===== src/rtl/hls_deadlock_monitor_unit.sv =====
// Per-process deadlock detection node: merges dependences,
// confirms self-dependence, and circulates report tokens.
module hls_deadlock_monitor_unit #(
  parameter int PROC_NUM       = 4,
  parameter int PROC_ID        = 0,
  parameter int IN_CHAN_NUM    = 2,
  parameter int OUT_CHAN_NUM   = 3,
  parameter int CONFIRM_CYCLES = 4,
  parameter int CNT_W          = 8
) (
  input  logic                            clock,
  input  logic                            reset,
  input  logic [OUT_CHAN_NUM-1:0]         proc_dep_vld_vec,
  input  logic [IN_CHAN_NUM-1:0]          in_chan_dep_vld_vec,
  input  logic [IN_CHAN_NUM*PROC_NUM-1:0] in_chan_dep_data_vec,
  input  logic [IN_CHAN_NUM-1:0]          token_in_vec,
  input  logic                            dl_detect_in,
  input  logic                            origin,
  input  logic                            token_clear,
  output logic [OUT_CHAN_NUM-1:0]         out_chan_dep_vld_vec,
  output logic [PROC_NUM-1:0]             out_chan_dep_data,
  output logic [OUT_CHAN_NUM-1:0]         token_out_vec,
  output logic                            dl_detect_out,
  output logic [PROC_NUM-1:0]             dl_proc_vec,
  output logic [CNT_W-1:0]                dl_count
);

  localparam int CW = $clog2(CONFIRM_CYCLES + 1);
  localparam int PW =
    (OUT_CHAN_NUM > 1) ? $clog2(OUT_CHAN_NUM) : 1;
  localparam logic [PROC_NUM-1:0] SELF =
    PROC_NUM'(1) << PROC_ID;
  localparam logic [CW-1:0] LAST = CW'(CONFIRM_CYCLES - 1);
  localparam logic [PW-1:0] PTR_RST = PW'(OUT_CHAN_NUM - 1);

  typedef enum logic [1:0] {
    MONITOR,
    COUNT,
    DETECTED
  } state_t;

  state_t              state;
  logic [CW-1:0]       cnt;
  logic [PROC_NUM-1:0] dep_reg;
  logic [PROC_NUM-1:0] merged;
  logic [PROC_NUM-1:0] dep;
  logic                eval;
  logic                busy;
  logic                cand;
  logic                enter;
  logic                issue;
  logic                found;
  logic [PW-1:0]       nxt;
  logic [PW-1:0]       ptr;

  // OR together the dependence vectors of all valid channels
  always_comb begin
    merged = '0;
    for (int i = 0; i < IN_CHAN_NUM; i++) begin
      if (in_chan_dep_vld_vec[i]) begin
        merged = merged |
          in_chan_dep_data_vec[i*PROC_NUM +: PROC_NUM];
      end
    end
  end

  assign busy  = |proc_dep_vld_vec;
  assign eval  = ~dl_detect_in | (|token_in_vec);
  assign dep   = eval ? merged : dep_reg;
  assign cand  = eval & dep[PROC_ID] & busy;
  assign issue = ((|token_in_vec) & ~token_clear) | origin;

  assign out_chan_dep_vld_vec = proc_dep_vld_vec;
  assign out_chan_dep_data    = dep_reg | SELF;

  // Decide whether this edge completes the confirmation window
  always_comb begin
    enter = 1'b0;
    if (!token_clear && cand) begin
      unique case (state)
        MONITOR: enter = (CONFIRM_CYCLES == 1);
        COUNT:   enter = (cnt == LAST);
        default: enter = 1'b0;
      endcase
    end
  end

  // Round-robin search for the next blocked output channel
  always_comb begin
    int j;
    j     = 0;
    found = 1'b0;
    nxt   = ptr;
    for (int k = 1; k <= OUT_CHAN_NUM; k++) begin
      j = (int'(ptr) + k) % OUT_CHAN_NUM;
      if (!found && proc_dep_vld_vec[j]) begin
        found = 1'b1;
        nxt   = PW'(j);
      end
    end
  end

  // Hold the dependence only while the process is blocked
  always_ff @(posedge clock) begin
    if (!reset) dep_reg <= '0;
    else        dep_reg <= busy ? dep : '0;
  end

  // Confirmation state machine with sticky declaration
  always_ff @(posedge clock) begin
    if (!reset) begin
      state         <= MONITOR;
      cnt           <= '0;
      dl_detect_out <= 1'b0;
    end else begin
      unique case (state)
        MONITOR: begin
          if (token_clear) begin
            cnt <= '0;
          end else if (enter) begin
            state         <= DETECTED;
            dl_detect_out <= 1'b1;
          end else if (cand) begin
            state <= COUNT;
            cnt   <= CW'(1);
          end
        end
        COUNT: begin
          if (token_clear || !cand) begin
            state <= MONITOR;
            cnt   <= '0;
          end else if (enter) begin
            state         <= DETECTED;
            dl_detect_out <= 1'b1;
          end else begin
            cnt <= cnt + 1'b1;
          end
        end
        DETECTED: begin
          if (token_clear) begin
            state         <= MONITOR;
            cnt           <= '0;
            dl_detect_out <= 1'b0;
          end
        end
        default: begin
          state <= MONITOR;
          cnt   <= '0;
        end
      endcase
    end
  end

  // Snapshot offending set and count declarations
  always_ff @(posedge clock) begin
    if (!reset) begin
      dl_proc_vec <= '0;
      dl_count    <= '0;
    end else if (enter) begin
      dl_proc_vec <= dep;
      if (dl_count != '1) dl_count <= dl_count + 1'b1;
    end
  end

  // Issue one-hot report token, advancing pointer on valid grant
  always_ff @(posedge clock) begin
    if (!reset) begin
      token_out_vec <= '0;
      ptr           <= PTR_RST;
    end else if (issue) begin
      if (found) begin
        token_out_vec <= OUT_CHAN_NUM'(1) << nxt;
        ptr           <= nxt;
      end else begin
        token_out_vec <= OUT_CHAN_NUM'(1);
      end
    end else begin
      token_out_vec <= '0;
    end
  end

endmodule


===== config.mk =====
export PLATFORM = sky130hd
export DESIGN_NAME = hls_deadlock_monitor_unit
export DESIGN_NICKNAME = d
export VERILOG_FILES = /design/src/rtl/hls_deadlock_monitor_unit.sv
export SDC_FILE = /design/constraint.sdc
export NUM_CORES = 1
export LEC_CHECK = 0
export CORE_MARGIN = 4
export CORE_UTILIZATION = 48
export CTS_CLUSTER_SIZE = 24
export DETAILED_ROUTE_END_ITERATION = 10
export GPL_TIMING_DRIVEN = 0
export PLACE_DENSITY = 0.78
export SETUP_SLACK_MARGIN = 0.15
export SLEW_MARGIN = 0
export SYNTH_ARGS = -nofsm -noshare
export SYNTH_HDL_FRONTEND = slang
export SYNTH_SLANG_ARGS = --single-unit

===== constraint.sdc =====
create_clock -name clock -period 3.25 [get_ports clock]
set_clock_uncertainty 0.15 [all_clocks]
set_input_delay 0.325 -clock clock [delete_from_list [all_inputs] [get_ports clock]]
set_output_delay 0.325 -clock clock [all_outputs]
set_load 0.005 [all_outputs]

==> flow_metrics.tcl <==
set metrics [dict create \
    drive_above_1_share_pct 10.0 \
    pin_count 43 \
    post_drt_wl_per_cell_um 13.8 \
    top_register "dl_count" \
    synth_async_sr_flop_share_pct 0 \
    yosysSeqAreaShare_pct 33.3 \
    fin_tns_setup_ps 0 \
    die_y_um 65.1 \
    ant_nets 0 \
    die_w_um 65.1 \
    hp-class "in2reg" \
    min_delay_path_depth 2 \
    largest_reg_flops 8 \
    coreArea_um2 3080 \
    syn_to_final_growth_pct 31.4 \
    netlist_instances 185 \
    synth_top_area_share_pct 33.3 \
    syn_avg_cell_area_um2 8.45 \
    synth_top_cell_by_area "dfxtp_1" \
    synth_area_leaders "dfxtp_1 (33%), nor2_1 (5.3%), mux2i_1 (5.1%)" \
    clockBufferDepth 2 \
    cts_buffers 3 \
    cts_tree "done" \
    cp.arrival_ps 2750 \
    p_leak_uw 0.000817 \
    outcome "completed" \
    remaining_drc_errors 0 \
    synth-warning-count 0 \
    instances_no_fill 273 \
    rsz0062_at_grt "false" \
    r2r_end "ptr[1]" \
    placed_cells 269 \
    min_to "cnt[0]" \
    grt_pass1_vias 1362 \
    worst_slew_pin_slew_ps 796 \
    post_cts_buffers 0 \
    first_iter_violations 53 \
    largest_registers "dl_count: 8 flops, dl_proc_vec: 4 flops" \
    synth-main-ff-cell "dfxtp_1" \
    period_share_pct 82.7 \
    vias 1498 \
    maxSlewViolCount 0 \
    synth_area_um2 1560 \
    cts_root_buffer "clkbuf_4" \
    port_buffers 40 \
    critPathLaunch "ptr[0]" \
    synth_edf_count 0 \
    cp.required_ps 3310 \
    htreeDepth 1 \
    ctsResizeCount 0 \
    min_from "token_clear" \
    setup_viol 0 \
    fin_crit_ps 2690 \
    postCtsHoldBufs 0 \
    clock_latency_ps 310 \
    r2r.worst_path.cells 8 \
    rr_startpoint "ptr[0]" \
    syn_nets 210 \
    max_freq_ghz 0.372 \
    gp_congestion 0.799 \
    crit_path_max_fanout 10 \
    routed_wl_um 3770 \
    grt.total_usage_pct 18.3 \
    antenna_found_initial 0 \
    setup.worst_path.start_class "register" \
    first_pass_iters 4 \
    cp-end-kind "register" \
    dp_hpwl_um 3000 \
    grt_start_max_net_pins 15 \
    cts_sinks 26 \
    grt_remaining_overflow 0 \
    initial_core_util_pct 50.8 \
    vdd_drop_max_uv 312 \
    power.total_uw 969 \
    power.density_nw_per_um2 471 \
    vias_per_cell 5.49 \
    grt_pass1_wl_um 6340 \
    ff2ff_setup_slack_ps 560 \
    slew_headroom_pct 46.6 \
    synth_cell_types 52 \
    fin_nets 255 \
    clk_pin_slew_ps 140 \
    finalHoldViolations 0 \
    antenna_cells 0 \
    rows 20 \
    worstSetupPathType "reg2reg" \
    drv_cap 0 \
    ys_seq_elements 26 \
    fin_util_pct 66.8 \
    die_area_um2 4240 \
]
==> critical path: stages (launching register included) <==
cell,delay (ps)
dfxtp_1,410
inv_1,60
ha_1,360
buf_2,210
nand2_1,120
o31ai_1,80
a211oi_1,690
a21oi_1,170
a311o_1,340
==> power by group <==
group / switching [uW] / internal [uW] / leakage, uW
Clock: 90.5 / 68.3 / 0.0000210
Sequential: 16.3 / 346 / 0.000211
Combinational: 239 / 209 / 0.000585
Total: 346 / 623 / 0.000817
==> per-layer routing <==
metal,global-route usage (%),part of all wire (%),vias up
li1,-,-,758
met1,23.7,46,697
met2,31.8,48,41
met3,3.99,6.0,2
met4,2.59,0.34,0
met5,0,0,-
==> cell usage in the layout, fill, tap and decap left out, drive strengths merged, types with 2 or more instances in the layout <==
master	instances
nand2	10
nor3	6
o22ai	2
ha	5
o2111ai	2
nand3	6
a22oi	4
and2	3
a211oi	2
nor2	22
a31oi	2
nor3b	2
a211o	2
a21oi	13
nand2b	4
dfxtp	26
or2b	2
o21a	2
nand3b	2
nand4	2
inv	12
buf	13
xor2	2
and3	4
nor4bb	2
a311oi	2
clkdlybuf4s50	40
clkbuf	7
mux2i	8
==> Yosys cell counts, types with 2 or more instances <==
cell	instances
a211o_1	2
a211oi_1	2
a21oi_1	13
a22oi_1	4
a311oi_1	2
a31oi_1	2
and2_1	3
and3_1	4
buf_2	6
buf_4	7
clkbuf_1	3
dfxtp_1	26
ha_1	5
inv_1	12
mux2i_1	8
nand2_1	10
nand2b_1	4
nand3_1	6
nand3b_1	2
nand4_1	2
nor2_1	22
nor3_1	4
nor4bb_1	2
o2111ai_1	2
o21a_1	2
o22ai_1	2
or2b_1	2
xor2_1	2
==> cells by family (layout without fill, tap and decap cells) <==
kind of cell	Yosys count	count (layout)	synth area share (%)
AO/OA/AOI/OAI	41	41	18.6
XOR/XNOR	3	3	1.68
adder cells (fa/ha/maj)	5	5	4.00
buffers and inverters	28	72	8.88
flip-flops	26	26	33.3
multiplexers	8	8	5.12
other	1	1	0.240
AND/OR/NAND/NOR	73	73	28.2
==> worst max-delay path by stage <==
stage               slack, ps  endpoint  cells past startpoint
floorplan                 960    ptr[1]                      8
global placement          630    ptr[1]                      7
detailed placement        570    ptr[1]                      7
CTS                       620    ptr[1]                      8
global route              340    ptr[1]                      8
finish                    560    ptr[1]                      8
==> layout make-up <==
cell class | instances | area (um^2)
fill | 272 | 1020
multi-input combinational | 131 | 905
sequential | 26 | 520
timing repair buffer | 40 | 400
buffer | 16 | 93.8
tap | 44 | 55.1
inverter | 12 | 45.0
clock buffer | 4 | 36.3
==> stage by stage <==
step	worst slack [ps]	hold WS [ps]	area, um^2
after floorplan	958	314	1560
after global placement	627	304	2020
after detailed placement	568	312	2020
after CTS	616	335	2060
after global routing	344	366	2060
final	563	336	2060
Power figures use the tool's default switching activity.
